### src/rtl/acia_rx_fifo.sv
// ACIA async serial receiver with input deglitch filter, run-time frame format,
// break detection and a show-ahead RX FIFO carrying per-byte {brk, perr, ferr}.
module acia_rx_fifo #(
    parameter int DIVW = 16,
    parameter int FILT = 8,
    parameter int AW   = 4
) (
    input  logic            clk,
    input  logic            reset,
    input  logic            rx_serial,
    input  logic [DIVW-1:0] baud_div,
    input  logic [1:0]      data_bits,
    input  logic [1:0]      parity_mode,
    input  logic            stop2,
    output logic [7:0]      rx_data,
    output logic [2:0]      rx_status,
    output logic            rx_valid,
    input  logic            rx_ready,
    output logic [AW:0]     rx_count,
    output logic            rx_overrun,
    input  logic            clr_overrun,
    output logic            rx_busy
);

    localparam logic [AW:0] DEPTH = (AW+1)'(1 << AW);

    typedef enum logic [2:0] {IDLE, START, DATA, PARITY, STOP1, STOP2, BRKWAIT} state_t;

    typedef struct packed {
        logic       brk;
        logic       perr;
        logic       ferr;
        logic [7:0] data;
    } entry_t;

    // Deglitch: the filtered line only moves once every stage agrees.
    logic [FILT-1:0] filt_pipe;
    logic            line;

    always_ff @(posedge clk) begin
        if (reset) begin
            filt_pipe <= '1;
            line      <= 1'b1;
        end else begin
            filt_pipe <= {filt_pipe[FILT-2:0], rx_serial};
            if (&filt_pipe)
                line <= 1'b1;
            else if (~|filt_pipe)
                line <= 1'b0;
        end
    end

    state_t          state;
    logic [DIVW-1:0] cnt;
    logic [DIVW-1:0] div_l;
    logic [2:0]      last_l;
    logic [1:0]      par_l;
    logic            stop2_l;
    logic [2:0]      bit_idx;
    logic [7:0]      shreg;
    logic            zero;
    logic            perr;
    logic            ferr;

    logic   tick;
    logic   par_en;
    logic   par_odd;
    logic   push;
    entry_t push_e;

    assign tick    = (cnt == '0);
    assign par_en  = (par_l == 2'b01) || (par_l == 2'b10);
    assign par_odd = (par_l == 2'b10);

    always_comb begin
        push   = 1'b0;
        push_e = '0;
        if (tick) begin
            case (state)
                STOP1: begin
                    if (!line && zero) begin
                        push   = 1'b1;
                        push_e = '{brk: 1'b1, perr: perr, ferr: 1'b1, data: 8'h00};
                    end else if (!stop2_l) begin
                        push   = 1'b1;
                        push_e = '{brk: 1'b0, perr: perr, ferr: ~line, data: shreg};
                    end
                end
                STOP2: begin
                    push   = 1'b1;
                    push_e = '{brk: 1'b0, perr: perr, ferr: ferr | ~line, data: shreg};
                end
                default: ;
            endcase
        end
    end

    always_ff @(posedge clk) begin
        if (reset) begin
            state   <= IDLE;
            cnt     <= '0;
            div_l   <= '0;
            last_l  <= '0;
            par_l   <= '0;
            stop2_l <= 1'b0;
            bit_idx <= '0;
            shreg   <= '0;
            zero    <= 1'b0;
            perr    <= 1'b0;
            ferr    <= 1'b0;
        end else begin
            case (state)
                IDLE: begin
                    // Frame format is frozen here so mid-frame edits hit only the next frame.
                    if (!line) begin
                        cnt     <= baud_div >> 1;
                        div_l   <= baud_div;
                        last_l  <= 3'd4 + {1'b0, data_bits};
                        par_l   <= parity_mode;
                        stop2_l <= stop2;
                        state   <= START;
                    end
                end
                BRKWAIT: begin
                    if (line)
                        state <= IDLE;
                end
                default: begin
                    if (!tick) begin
                        cnt <= cnt - 1'b1;
                    end else begin
                        cnt <= div_l;
                        case (state)
                            START: begin
                                if (line) begin
                                    state <= IDLE;
                                end else begin
                                    state   <= DATA;
                                    bit_idx <= '0;
                                    shreg   <= '0;
                                    zero    <= 1'b1;
                                    perr    <= 1'b0;
                                    ferr    <= 1'b0;
                                end
                            end
                            DATA: begin
                                shreg[bit_idx] <= line;
                                zero           <= zero & ~line;
                                if (bit_idx == last_l)
                                    state <= par_en ? PARITY : STOP1;
                                else
                                    bit_idx <= bit_idx + 1'b1;
                            end
                            PARITY: begin
                                perr  <= ((^shreg) ^ line) != par_odd;
                                zero  <= zero & ~line;
                                state <= STOP1;
                            end
                            STOP1: begin
                                if (!line && zero) begin
                                    state <= BRKWAIT;
                                end else begin
                                    ferr  <= ~line;
                                    state <= stop2_l ? STOP2 : IDLE;
                                end
                            end
                            default: state <= IDLE;
                        endcase
                    end
                end
            endcase
        end
    end

    assign rx_busy = (state != IDLE);

    entry_t          mem [1 << AW];
    logic [AW-1:0]   wr_ptr;
    logic [AW-1:0]   rd_ptr;
    logic [AW:0]     count;
    logic            overrun;
    logic            full;
    logic            pop;
    logic            write;
    entry_t          head;

    assign full  = (count == DEPTH);
    assign pop   = rx_valid & rx_ready;
    // A pop in the same cycle frees the slot, so a push on full is still accepted.
    assign write = push & (~full | pop);

    always_ff @(posedge clk) begin
        if (write)
            mem[wr_ptr] <= push_e;
    end

    always_ff @(posedge clk) begin
        if (reset) begin
            wr_ptr  <= '0;
            rd_ptr  <= '0;
            count   <= '0;
            overrun <= 1'b0;
        end else begin
            if (write)
                wr_ptr <= wr_ptr + 1'b1;
            if (pop)
                rd_ptr <= rd_ptr + 1'b1;
            case ({write, pop})
                2'b10:   count <= count + 1'b1;
                2'b01:   count <= count - 1'b1;
                default: count <= count;
            endcase
            if (push && full && !pop)
                overrun <= 1'b1;
            else if (clr_overrun)
                overrun <= 1'b0;
        end
    end

    assign head       = mem[rd_ptr];
    assign rx_valid   = (count != '0);
    assign rx_count   = count;
    assign rx_overrun = overrun;
    assign rx_data    = rx_valid ? head.data : 8'h00;
    assign rx_status  = rx_valid ? {head.brk, head.perr, head.ferr} : 3'b000;

endmodule

### config.mk
export PLATFORM = sky130hd
export DESIGN_NAME = acia_rx_fifo
export DESIGN_NICKNAME = d
export VERILOG_FILES = /design/src/rtl/acia_rx_fifo.sv
export SDC_FILE = /design/constraint.sdc
export NUM_CORES = 1
export LEC_CHECK = 0
export ABC_AREA = 1
export ABC_CLOCK_PERIOD_IN_PS = 2130
export BUFFER_PORTS_ARGS = -buffer_cell sky130_fd_sc_hd__buf_4
export CELL_PAD_IN_SITES_DETAIL_PLACEMENT = 1
export CELL_PAD_IN_SITES_GLOBAL_PLACEMENT = 2
export CORE_MARGIN = 1
export CORE_UTILIZATION = 37
export CTS_CLUSTER_DIAMETER = 80
export DETAILED_ROUTE_END_ITERATION = 16
export PLACE_DENSITY_LB_ADDON = 0.1
export SYNTH_ARGS = -nofsm -noshare
export SYNTH_HDL_FRONTEND = slang
export SYNTH_SLANG_ARGS = --single-unit
### constraint.sdc
create_clock -name clk -period 2.13 [get_ports clk]
set_input_delay 0.426 -clock clk [delete_from_list [all_inputs] [get_ports clk]]
set_output_delay 0.426 -clock clk [all_outputs]
set_load 0.03 [all_outputs]
==> results by group <==
Outcome
  • Outcome: finished with violations
  • Failing checks: negative setup slack

STA
  • Fin Hold WS: approximately 0.064 ns
  • Final Setup Violations: 11
  • RSZ-0062 raised after global routing: true
  • Fin crit share: 122%
  • Worst Skew: 0.0129 ns
  • Max Slew Vio Count: 0
  • Slew HR: 54.9%
  • Worst Tran Pin Value: slightly below 0.7 ns
  • Final setup margin: -0.461 ns
  • Fin crit period: approximately 2.6 ns
  • Fin. Hold Viols: 0
  • Maximum clock rate: 0.386 GHz

Pwr
  • Combinational share of power: between 40% and 50%
  • Leakage: between 5 and 6 nW
  • Power per cell area: between 1000 and 1500 nW/um^2
  • Peak VDD IR: 0.000649 V
  • Int Pwr: roughly 11 mW
  • Power share of the clock group: between 20% and 30%
  • Seq pwr share: about a third
  • Psw: roughly 6.8 mW
  • Total chip power: roughly 18 mW
  • Sw Ratio: between 30% and 40%

Die
  • CORE AREA: between 20,000 and 30,000 um^2
  • Die ar.: 31,100 um^2
  • I/O pins: 45
  • Initial Util: 37.8%
  • Die Y: approximately 180 um
  • Die width: 176 um
  • Core Rows: 63

Finish
  • Share of layout cells above drive strength 1: between 20% and 30%
  • Register area: a little under 7000 um^2
  • Final instance area: approximately 14,000 um^2
  • N_diodes: 0
  • Nets: ~1,300
  • Area delta synth->final: 28.6%
  • Multi-input logic area: 4090 um^2
  • Most frequent cells in the layout: edfxtp_1 (176), nor2_1 (153), o21ai_0 (113), buf_4 (104), nand2_1 (97)
  • Commonest non-fill, non-tap cell in the layout: edfxtp_1
  • Fill count: approximately 3,300
  • Non-filler cells, final: around 1,700

Global route
  • GRT Overall Usage: 21.5%
  • Grt ovf: 0
  • Vias in the first global route: approximately 9,000
  • Initial antenna violation count: 0
  • Largest net degree at the start of global routing: 44
  • First-pass GRT wire length: 51,200 um

Setup path
  • Slowest CP cell: dfxtp_4
  • CP max stage delay: 0.44 ns
  • Crit path required time: approximately 1.7 ns
  • Setup crit start kind: register
  • Crit path max fanout: 7
  • WS Path Type: reg2out
  • CP Cell Sequence: buf_12 > buf_8 > buf_4 > o21ai_0 > o221ai_1 > nand3_1 > a21oi_2 > buf_4
  • CP endpoint kind: output pin
  • Worst path arrival time: between 2 and 2.5 ns
  • Critical Path Most Common Cell: buf_4

Routing
  • DR iter-0 viols: approximately 440
  • Routed vias: roughly 8,600
  • Vias/cell: between 5 and 6
  • DRT Pass-1 Iters: 4
  • DRC: 0
  • Total wire length: roughly 33,000 um
  • Antenna violation net count after detailed routing: 0
  • DR WL/cell: ~20 um

Synthesis
  • Post-Syn Area: roughly 11,000 um^2
  • Area share of the largest cell type after synthesis: 46.9%
  • Synthesized flop and latch total: about 260
  • Library cells used by synthesis: 51
  • Synth area leader: edfxtp_1
  • Post-synthesis async set-or-reset flop share: 0%
  • Area contributors post-synth: edfxtp_1 (47%), dfxtp_1 (15%), o21ai_0 (6.1%)
  • Register area share after synthesis: roughly three fifths
  • Gate Count Post-Synth: between 1,000 and 1,500
  • Yosys warns: 0
  • Number of enable flip-flop cells after synthesis: 176
  • Syn Area/Cell: around 10 um^2
  • Syn nets: between 1,000 and 1,500
  • Post-synth top flop: edfxtp_1

Clocking
  • Number of buffers created by CTS: 30
  • CTS sink cnt: between 200 and 300
  • Worst-Skew Late Latency: between 0.5 and 0.6 ns
  • CTS max path bufs: 3
  • H-tree depth: 1
  • CTS tree: done
  • Root buffer cell: clkbuf_16
  • CTS clk-pin slew, worst paths: approximately 0.060 ns

Job
  • # Max-Cap Violations: 0

Placement
  • Area after DPL: 12,800 um^2
  • Port Buf Inserts: 44
  • Number of cells after detailed placement: around 1,600
  • RePlAce Congestion: roughly 0.76
  • Hpwl dp: ~21,000 um

Hold path
  • Hold Crit Class: in2reg
[metal layers]
layer | vias up | track usage, % | wire length [um]
li1 | 4178 | - | -
met1 | 4253 | 28.5 | 15100
met2 | 141 | 37.0 | 16500
met3 | 43 | 2.67 | 957
met4 | 0 | 5.39 | 578
met5 | - | 0 | 0
[synthesized netlist by cell type, types with 4 or more instances]
library cell and number:
nand3_1 42, dfxtp_1 82, inv_2 15, buf_2 12
xnor2_1 16, nor3_1 13, nor2_4 7, nand2_1 104
o21ai_1 5, edfxtp_1 176, nor2_2 6, ha_1 10
a211oi_1 7, o21ai_0 138, o211ai_1 7, nand4_1 5
nand3_2 4, nor2_1 177, a21oi_1 71, nand2_2 11
o22ai_1 12, xor2_1 9, o221ai_1 36, inv_1 62
buf_4 4, clkbuf_1 40
[critical path: cells and delay by family (launching register included)]
kind            cells  cell delay, ns
buf+inv             4            0.59
compound gates      3            0.45
flops               1            0.44
simple gates        1            0.16
[state kept, by name, summed over array words and instances (netlist names), 2 cells and up, named ones only]
signal     count
wr_ptr         4
filt_pipe      8
mem          176
state          3
last_l         3
rx_count       5
shreg          8
par_l          2
cnt           16
bit_idx        3
div_l         16
rd_ptr         4
[per-stage QoR]
| stage | worst slack, ns | TNS [ns] | util (%) |
|---|---|---|---|
| finish | -0.461 | -4.55 | 48.6 |
| global route | -0.538 | -7.23 | 48.6 |
| CTS | -0.451 | -4.65 | 47.4 |
| detailed placement | -0.0160 | -0.0160 | 42.9 |
| global placement | -0.00916 | -0.00916 | 42.9 |
| floorplan | -0.0476 | -5.86 | - |
[power groups by stage]
| stage | registers [mW] | clock network, mW | logic, mW |
|---|---|---|---|
| floorplan | 5.94 | 0 | 4.12 |
| global placement | 5.81 | 0 | 6.57 |
| detailed placement | 5.82 | 0 | 6.61 |
| CTS | 5.75 | 4.97 | 7.37 |
| global route | 5.78 | 5.18 | 8.40 |
| finish | 5.76 | 4.84 | 7.67 |
[cell type report]
type                            count  share of cell area, %
Timing Repair Buffer              162                   11.9
Clock inverter                     16                  0.674
Sequential cell                   258                   47.9
Inverter                           81                   2.23
Tap cell                          390                   3.37
Clock buffer                       40                   5.73
Multi-Input combinational cell    706                   28.2
[final timing paths]
path | from | to | slack, ns | cells past startpoint
setup / recovery | register | rx_data[6] | -0.46 | 8
hold / removal | rx_serial | filt_pipe[0] | 0.06 | 2
setup reg to reg | cnt[1] | mem[8][6] | 0.07 | 10
hold reg to reg | div_l[0] | div_l[0] | 0.46 | 2
[repair_timing]
action | in CTS | in global routing
setup endpoints to repair | 12 | 208
gates cloned | 4 | 4
setup buffers | 12 | 5
hold buffers | 0 | 0
pin swaps | 31 | 34
gates resized for setup | 69 | 88
[cells by family (layout without fill, tap and decap cells)]
kind of cell             count (synthesis)  after routing  share of synthesized area, %
AND/OR/NAND/NOR                        380            380                          15.2
XOR/XNOR                                25             25                          1.94
flip-flops                             258            258                          61.5
adder cells (fa/ha/maj)                 10             10                          1.11
AO/OA/AOI/OAI                          291            291                          15.2
buffers and inverters                  139            299                          5.02
Power figures use the tool's default switching activity.
